$ cat config.mk
export PLATFORM = sky130hd
export DESIGN_NAME = rom_read_arbiter
export DESIGN_NICKNAME = d
export VERILOG_FILES = /design/src/rtl/rom_read_arbiter.sv
export SDC_FILE = /design/constraint.sdc
export NUM_CORES = 1
export LEC_CHECK = 0
export ABC_CLOCK_PERIOD_IN_PS = 2000
export CAP_MARGIN = 30
export CORE_ASPECT_RATIO = 0.75
export CORE_MARGIN = 3
export CORE_UTILIZATION = 39
export CTS_CLUSTER_SIZE = 24
export DETAILED_ROUTE_END_ITERATION = 6
export PLACE_DENSITY = 0.77
export REMOVE_ABC_BUFFERS = 1
export SYNTH_ARGS = -nofsm -noshare
export SYNTH_HDL_FRONTEND = slang
export SYNTH_SLANG_ARGS = --single-unit
$ cat constraint.sdc
create_clock -name clk -period 2 [get_ports clk]
set_input_delay 0.4 -clock clk [delete_from_list [all_inputs] [get_ports clk]]
set_output_delay 0.4 -clock clk [all_outputs]
set_load 0.01 [all_outputs]
$ cat src/rtl/rom_read_arbiter.sv
// Purpose : share one SDRAM ROM read channel between the 68k program, Z80 sound and tile caches.
// Latency : grant registered (sdram_req one cycle after an eligible req); data/valid one cycle after sdram_valid.
// Backpressure: a single read is in flight at a time; other requesters wait at their level-held req.
//
// Ports:
//   clk, reset                 : rising-edge clock, synchronous active-high reset
//   pN_req / pN_addr           : level request and address from cache N (p0/p2 word address, p1 byte address)
//   pN_data / pN_valid         : registered read data and one-cycle completion strobe to cache N
//   sdram_req / sdram_addr     : read request (held until sdram_valid) and 4-byte aligned byte address
//   sdram_data / sdram_valid   : returned word and its one-cycle completion strobe
module rom_read_arbiter #(
    parameter logic [24:0] P0_BASE = 25'h000000,
    parameter logic [24:0] P1_BASE = 25'h080000,
    parameter logic [24:0] P2_BASE = 25'h100000
) (
    input  logic        clk,
    input  logic        reset,

    input  logic        p0_req,
    input  logic [18:0] p0_addr,
    output logic [31:0] p0_data,
    output logic        p0_valid,

    input  logic        p1_req,
    input  logic [18:0] p1_addr,
    output logic [7:0]  p1_data,
    output logic        p1_valid,

    input  logic        p2_req,
    input  logic [18:0] p2_addr,
    output logic [31:0] p2_data,
    output logic        p2_valid,

    output logic        sdram_req,
    output logic [24:0] sdram_addr,
    input  logic [31:0] sdram_data,
    input  logic        sdram_valid
);

    typedef enum logic {
        ST_IDLE = 1'b0,
        ST_BUSY = 1'b1
    } state_t;

    state_t      state_q, state_d;
    logic [1:0]  gnt_q, gnt_d;
    logic [1:0]  last_q, last_d;
    logic [1:0]  lane_q, lane_d;
    logic [2:0]  done_q, done_d;
    logic [2:0]  valid_q, valid_d;
    logic        sdram_req_q, sdram_req_d;
    logic [24:0] sdram_addr_q, sdram_addr_d;
    logic [31:0] p0_data_q, p0_data_d;
    logic [7:0]  p1_data_q, p1_data_d;
    logic [31:0] p2_data_q, p2_data_d;

    logic [2:0]  req_vec;
    logic [3:0]  elig;
    logic [2:0]  done_set;
    logic [1:0]  c0, c1, c2;
    logic        win_vld;
    logic [1:0]  win_port;
    logic [24:0] map0, map1, map2, win_addr;
    logic        gnt_req;
    logic [7:0]  lane_byte;

    // Round-robin successor over ports 0..2; the unused code 3 folds to port 0.
    function automatic logic [1:0] rr_next(input logic [1:0] p);
        logic [1:0] n;
        case (p)
            2'd0:    n = 2'd1;
            2'd1:    n = 2'd2;
            default: n = 2'd0;
        endcase
        return n;
    endfunction

    assign req_vec = {p2_req, p1_req, p0_req};

    // Padded to four entries so a 2-bit index never falls outside the vector.
    assign elig = {1'b0, req_vec & ~done_q};

    // Search order begins one past the most recent grant.
    assign c0 = rr_next(last_q);
    assign c1 = rr_next(c0);
    assign c2 = rr_next(c1);

    always_comb begin
        win_vld  = 1'b0;
        win_port = c0;
        if (elig[c0]) begin
            win_vld  = 1'b1;
            win_port = c0;
        end else if (elig[c1]) begin
            win_vld  = 1'b1;
            win_port = c1;
        end else if (elig[c2]) begin
            win_vld  = 1'b1;
            win_port = c2;
        end
    end

    // Byte addresses; sums wrap within the 25-bit SDRAM space.
    assign map0 = P0_BASE + {4'b0000, p0_addr, 2'b00};
    assign map1 = P1_BASE + {6'b000000, p1_addr[18:2], 2'b00};
    assign map2 = P2_BASE + {4'b0000, p2_addr, 2'b00};

    always_comb begin
        win_addr = map0;
        case (win_port)
            2'd1:    win_addr = map1;
            2'd2:    win_addr = map2;
            default: win_addr = map0;
        endcase
    end

    // Whether the port currently holding the grant still wants its data.
    always_comb begin
        gnt_req = 1'b0;
        case (gnt_q)
            2'd0:    gnt_req = p0_req;
            2'd1:    gnt_req = p1_req;
            2'd2:    gnt_req = p2_req;
            default: gnt_req = 1'b0;
        endcase
    end

    // Sound port byte lane; lane 0 is the least significant byte.
    always_comb begin
        lane_byte = sdram_data[7:0];
        case (lane_q)
            2'd1:    lane_byte = sdram_data[15:8];
            2'd2:    lane_byte = sdram_data[23:16];
            2'd3:    lane_byte = sdram_data[31:24];
            default: lane_byte = sdram_data[7:0];
        endcase
    end

    always_comb begin
        state_d      = state_q;
        gnt_d        = gnt_q;
        last_d       = last_q;
        lane_d       = lane_q;
        sdram_req_d  = sdram_req_q;
        sdram_addr_d = sdram_addr_q;
        p0_data_d    = p0_data_q;
        p1_data_d    = p1_data_q;
        p2_data_d    = p2_data_q;
        valid_d      = 3'b000;
        done_set     = 3'b000;

        case (state_q)
            ST_IDLE: begin
                if (win_vld) begin
                    state_d      = ST_BUSY;
                    gnt_d        = win_port;
                    last_d       = win_port;
                    sdram_req_d  = 1'b1;
                    sdram_addr_d = win_addr;
                    // Lane is captured now; the address may move while the read is in flight.
                    lane_d       = p1_addr[1:0];
                end
            end
            ST_BUSY: begin
                if (sdram_valid) begin
                    state_d     = ST_IDLE;
                    sdram_req_d = 1'b0;
                    // A requester that dropped req has aborted: data is discarded silently.
                    if (gnt_req) begin
                        case (gnt_q)
                            2'd0: begin
                                done_set[0] = 1'b1;
                                valid_d[0]  = 1'b1;
                                p0_data_d   = sdram_data;
                            end
                            2'd1: begin
                                done_set[1] = 1'b1;
                                valid_d[1]  = 1'b1;
                                p1_data_d   = lane_byte;
                            end
                            2'd2: begin
                                done_set[2] = 1'b1;
                                valid_d[2]  = 1'b1;
                                p2_data_d   = sdram_data;
                            end
                            default: begin
                                done_set = 3'b000;
                            end
                        endcase
                    end
                end
            end
            default: begin
                state_d     = ST_IDLE;
                sdram_req_d = 1'b0;
            end
        endcase

        // A finished port stays blocked until its cache lets go of req.
        done_d = req_vec & (done_q | done_set);
    end

    always_ff @(posedge clk) begin
        if (reset) begin
            state_q      <= ST_IDLE;
            gnt_q        <= 2'd0;
            last_q       <= 2'd2;
            lane_q       <= 2'd0;
            done_q       <= 3'b000;
            valid_q      <= 3'b000;
            sdram_req_q  <= 1'b0;
            sdram_addr_q <= 25'd0;
            p0_data_q    <= 32'd0;
            p1_data_q    <= 8'd0;
            p2_data_q    <= 32'd0;
        end else begin
            state_q      <= state_d;
            gnt_q        <= gnt_d;
            last_q       <= last_d;
            lane_q       <= lane_d;
            done_q       <= done_d;
            valid_q      <= valid_d;
            sdram_req_q  <= sdram_req_d;
            sdram_addr_q <= sdram_addr_d;
            p0_data_q    <= p0_data_d;
            p1_data_q    <= p1_data_d;
            p2_data_q    <= p2_data_d;
        end
    end

    assign sdram_req  = sdram_req_q;
    assign sdram_addr = sdram_addr_q;
    assign p0_data    = p0_data_q;
    assign p1_data    = p1_data_q;
    assign p2_data    = p2_data_q;
    assign p0_valid   = valid_q[0];
    assign p1_valid   = valid_q[1];
    assign p2_valid   = valid_q[2];

endmodule

==> impl_metrics.csv <==
group,metric,value,unit
logic_synthesis,postSynthAreaPerCell,8.924,µm²
logic_synthesis,yosys-top-cells-area,"dfxtp_1, nand3_1, a21oi_1, o21ai_0, mux2i_1",
cells_and_area,diodes,0,
grt,use_met2,40.05,%
critical_path,cp_max_fo,18,
cells_and_area,post-route-util,63.27,%
clock_tree,htreeDepth,3,
grt,gr-usage-met1,30.93,%
cells_and_area,drive_gt1_share,12.86,%
min_path,hp-class,"reg -> reg",
clock_tree,cts_tree,"built",
critical_path,end_kind,"register",
sta,setup_viol,0,
clock_tree,clock_latency,0.33,ns
grt,grt_first_pass_wirelength,25870,µm
grt,grt_busiest_layer,"met2",
pwr,power_density,750.5,mW/mm²
cells_and_area,nFillCells,955,
sta,slew_violations,0,
floorplanning,die_h,101.2,µm
cells_and_area,multi_input_area,0.002369,mm²
pwr,power.total,5.555,mW
clock_tree,cts.sinks,105,
cells_and_area,final_area,0.007402,mm²
critical_path,start_kind,"register",
grt,grtUsageMet3,4.965,%
sta,fin_crit,1.934,ns
run_status,status,"finished clean",
sta,hold_violations,0,
logic_synthesis,synth_ff_type,"dfxtp_1",
clock_tree,cts-hold-fix-buffers,0,
placed_design,hpwl,11520,µm
pwr,vdd_drop_max,0.0004756,V
sta,max_slew_margin,58.42,%
logic_synthesis,ys_warn_count,0,
cells_and_area,final_cell_mix,"clkdlybuf4s50_1, dfxtp_1, nand3_1",
cells_and_area,layout.cells.non_filler,885,
logic_synthesis,async_reset_ff_share,0,%
grt,grt_util_all_layers,23.85,%
grt,grt_pass1_vias,4883,
routing,drt_iter0_drc,401,
floorplanning,rows,34,
clock_tree,cts_max_path_buffers,2,
cells_and_area,final_nets,815,
logic_synthesis,synth_cell_type_count,44,
floorplanning,floorplan.die.width,132.9,µm
placed_design,dp.cells,865,
routing,drc,0,
sta,fin_worst_skew,0.003962,ns
grt,antenna_found_initial,0,
critical_path,crit_type,"reg -> reg",
cells_and_area,area_growth,57.09,%
pwr,leakage,2.666,nW
routing,vias,4879,
floorplanning,initial_core_util,40.28,%
cells_and_area,seq_area,0.002108,mm²
logic_synthesis,synth_top_cell_by_area,"dfxtp_1",
cells_and_area,final_common_cell,"clkdlybuf4s50_1",
sta,fmaxAchievable,517.2,MHz
grt,overflow,0,
routing,vias_per_cell,5.513,
sta,rsz0062_at_grt,"true",
logic_synthesis,ys_seq_elements,105,
logic_synthesis,synth-edff-count,0,
critical_path,arrival,2.16,ns
flow_run,timing.max_cap.violations,0,
clock_tree,cts_root_buf,"clkbuf_16",
logic_synthesis,synth_area,0.004712,mm²
sta,tns,0,ns
clock_tree,cts-buffers-inserted,9,
grt,grt_max_degree,61,
placed_design,dpl_cell_area,0.006899,mm²
routing,wl_per_cell,18.63,µm
logic_synthesis,synth_seq_area_share,44.61,%
routing,wirelength,16490,µm
floorplanning,core_area,0.01170,mm²
clock_tree,clk_pin_slew,0.07,ns
placed_design,place_congestion,0.8318,
floorplanning,ios,196,
sta,timing.final.crit_share,96.68,%
critical_path,cp.required,2.22,ns
placed_design,port_buffers,190,
floorplanning,dieArea,0.01345,mm²
logic_synthesis,synth_top_area_share,44.61,%
routing,antenna_left,0,
logic_synthesis,synthCells,528,
routing,dr.pass1.iters,7,
sta,tightest_slew,0.6237,ns
[power breakdown]
group / leakage [nW] / switching [mW] / internal (mW)
Combinational: 1.65 / 0.590 / 0.692
Clock: 0.166 / 0.766 / 1.26
Sequential: 0.854 / 0.0647 / 2.19
[state kept, by name, indices dropped and copies added, names as in the netlist]
signal and cells:
valid_q 3, sdram_addr 20, p0_data 32, lane_q 2, gnt_q 2, p1_data 8, p2_data 32, last_q 1
state_q 1, sdram_req 1, done_q 3
[critical path, stage by stage (launching register included)]
cell      delay (ns)
dfxtp_2         0.34
nand2b_4        0.16
o211ai_1        0.21
buf_4           0.16
nand2_1         0.07
ha_2            0.22
buf_12          0.15
a221o_1         0.34
nand3_1         0.09
mux2i_1         0.08
[cell usage after synthesis, types with 2 or more instances]
library cell	instances
dfxtp_1	105
nand3_1	84
a21oi_1	70
o21ai_0	57
nand2_1	28
clkbuf_1	24
nand2b_1	22
mux2i_1	21
buf_2	20
a221o_1	17
buf_4	13
a22o_1	8
mux4_2	8
o21ai_1	8
nor2b_1	4
inv_1	3
a211o_1	2
and2_1	2
buf_6	2
ha_1	2
nor3_1	2
nor3b_1	2
o211a_1	2
o211ai_1	2
[final timing paths]
path         startpoint       endpoint  slack [ns]  depth (start not counted)
min           sdram_req      sdram_req        0.46                          2
max reg2reg   done_q[0]  sdram_addr[6]        0.07                          9
max           done_q[0]  sdram_addr[6]        0.07                          9
min reg2reg   sdram_req      sdram_req        0.46                          2
[layer usage]
metal  up-vias  wire (µm)
li1       2286          -
met1      2353       6922
met2       211       8113
met3        29       1071
met4         0        380
met5         -          0
[final cells by class]
class / count / share of cell area, %
tap: 162 / 2.738
sequential: 105 / 28.48
timing repair buffer: 235 / 31.91
clock inverter: 5 / 1.386
clock buffer: 11 / 3.279
inverter: 4 / 0.2028
multi-input combinational: 363 / 32.00
[through the flow]
stage          setup slack, ns  hold WS [ns]
4_1_cts               0.009369        0.4598
3_5_place_dp           -0.7143        0.4507
5_1_grt               -0.01831        0.4720
3_3_place_gp           -0.6190        0.4456
2_1_floorplan          -0.5190        0.4662
6_report               0.06637        0.4572
[repair_timing]
item	CTS	global route
resized for setup	21	11
pin swaps	5	6
cloned	2	0
setup buffers	2	0
endpoints found under the setup margin	19	19
[cell families after synthesis]
group | Yosys count | share of synthesized area [%]
flip-flops | 105 | 44.61
AND/OR/NAND/NOR | 151 | 16.54
multiplexers | 30 | 8.524
adder cells (fa/ha/maj) | 2 | 0.5310
buffers and inverters | 64 | 6.983
AO/OA/AOI/OAI | 175 | 22.73
other | 1 | 0.07958
(Power assumes the default switching activity.)
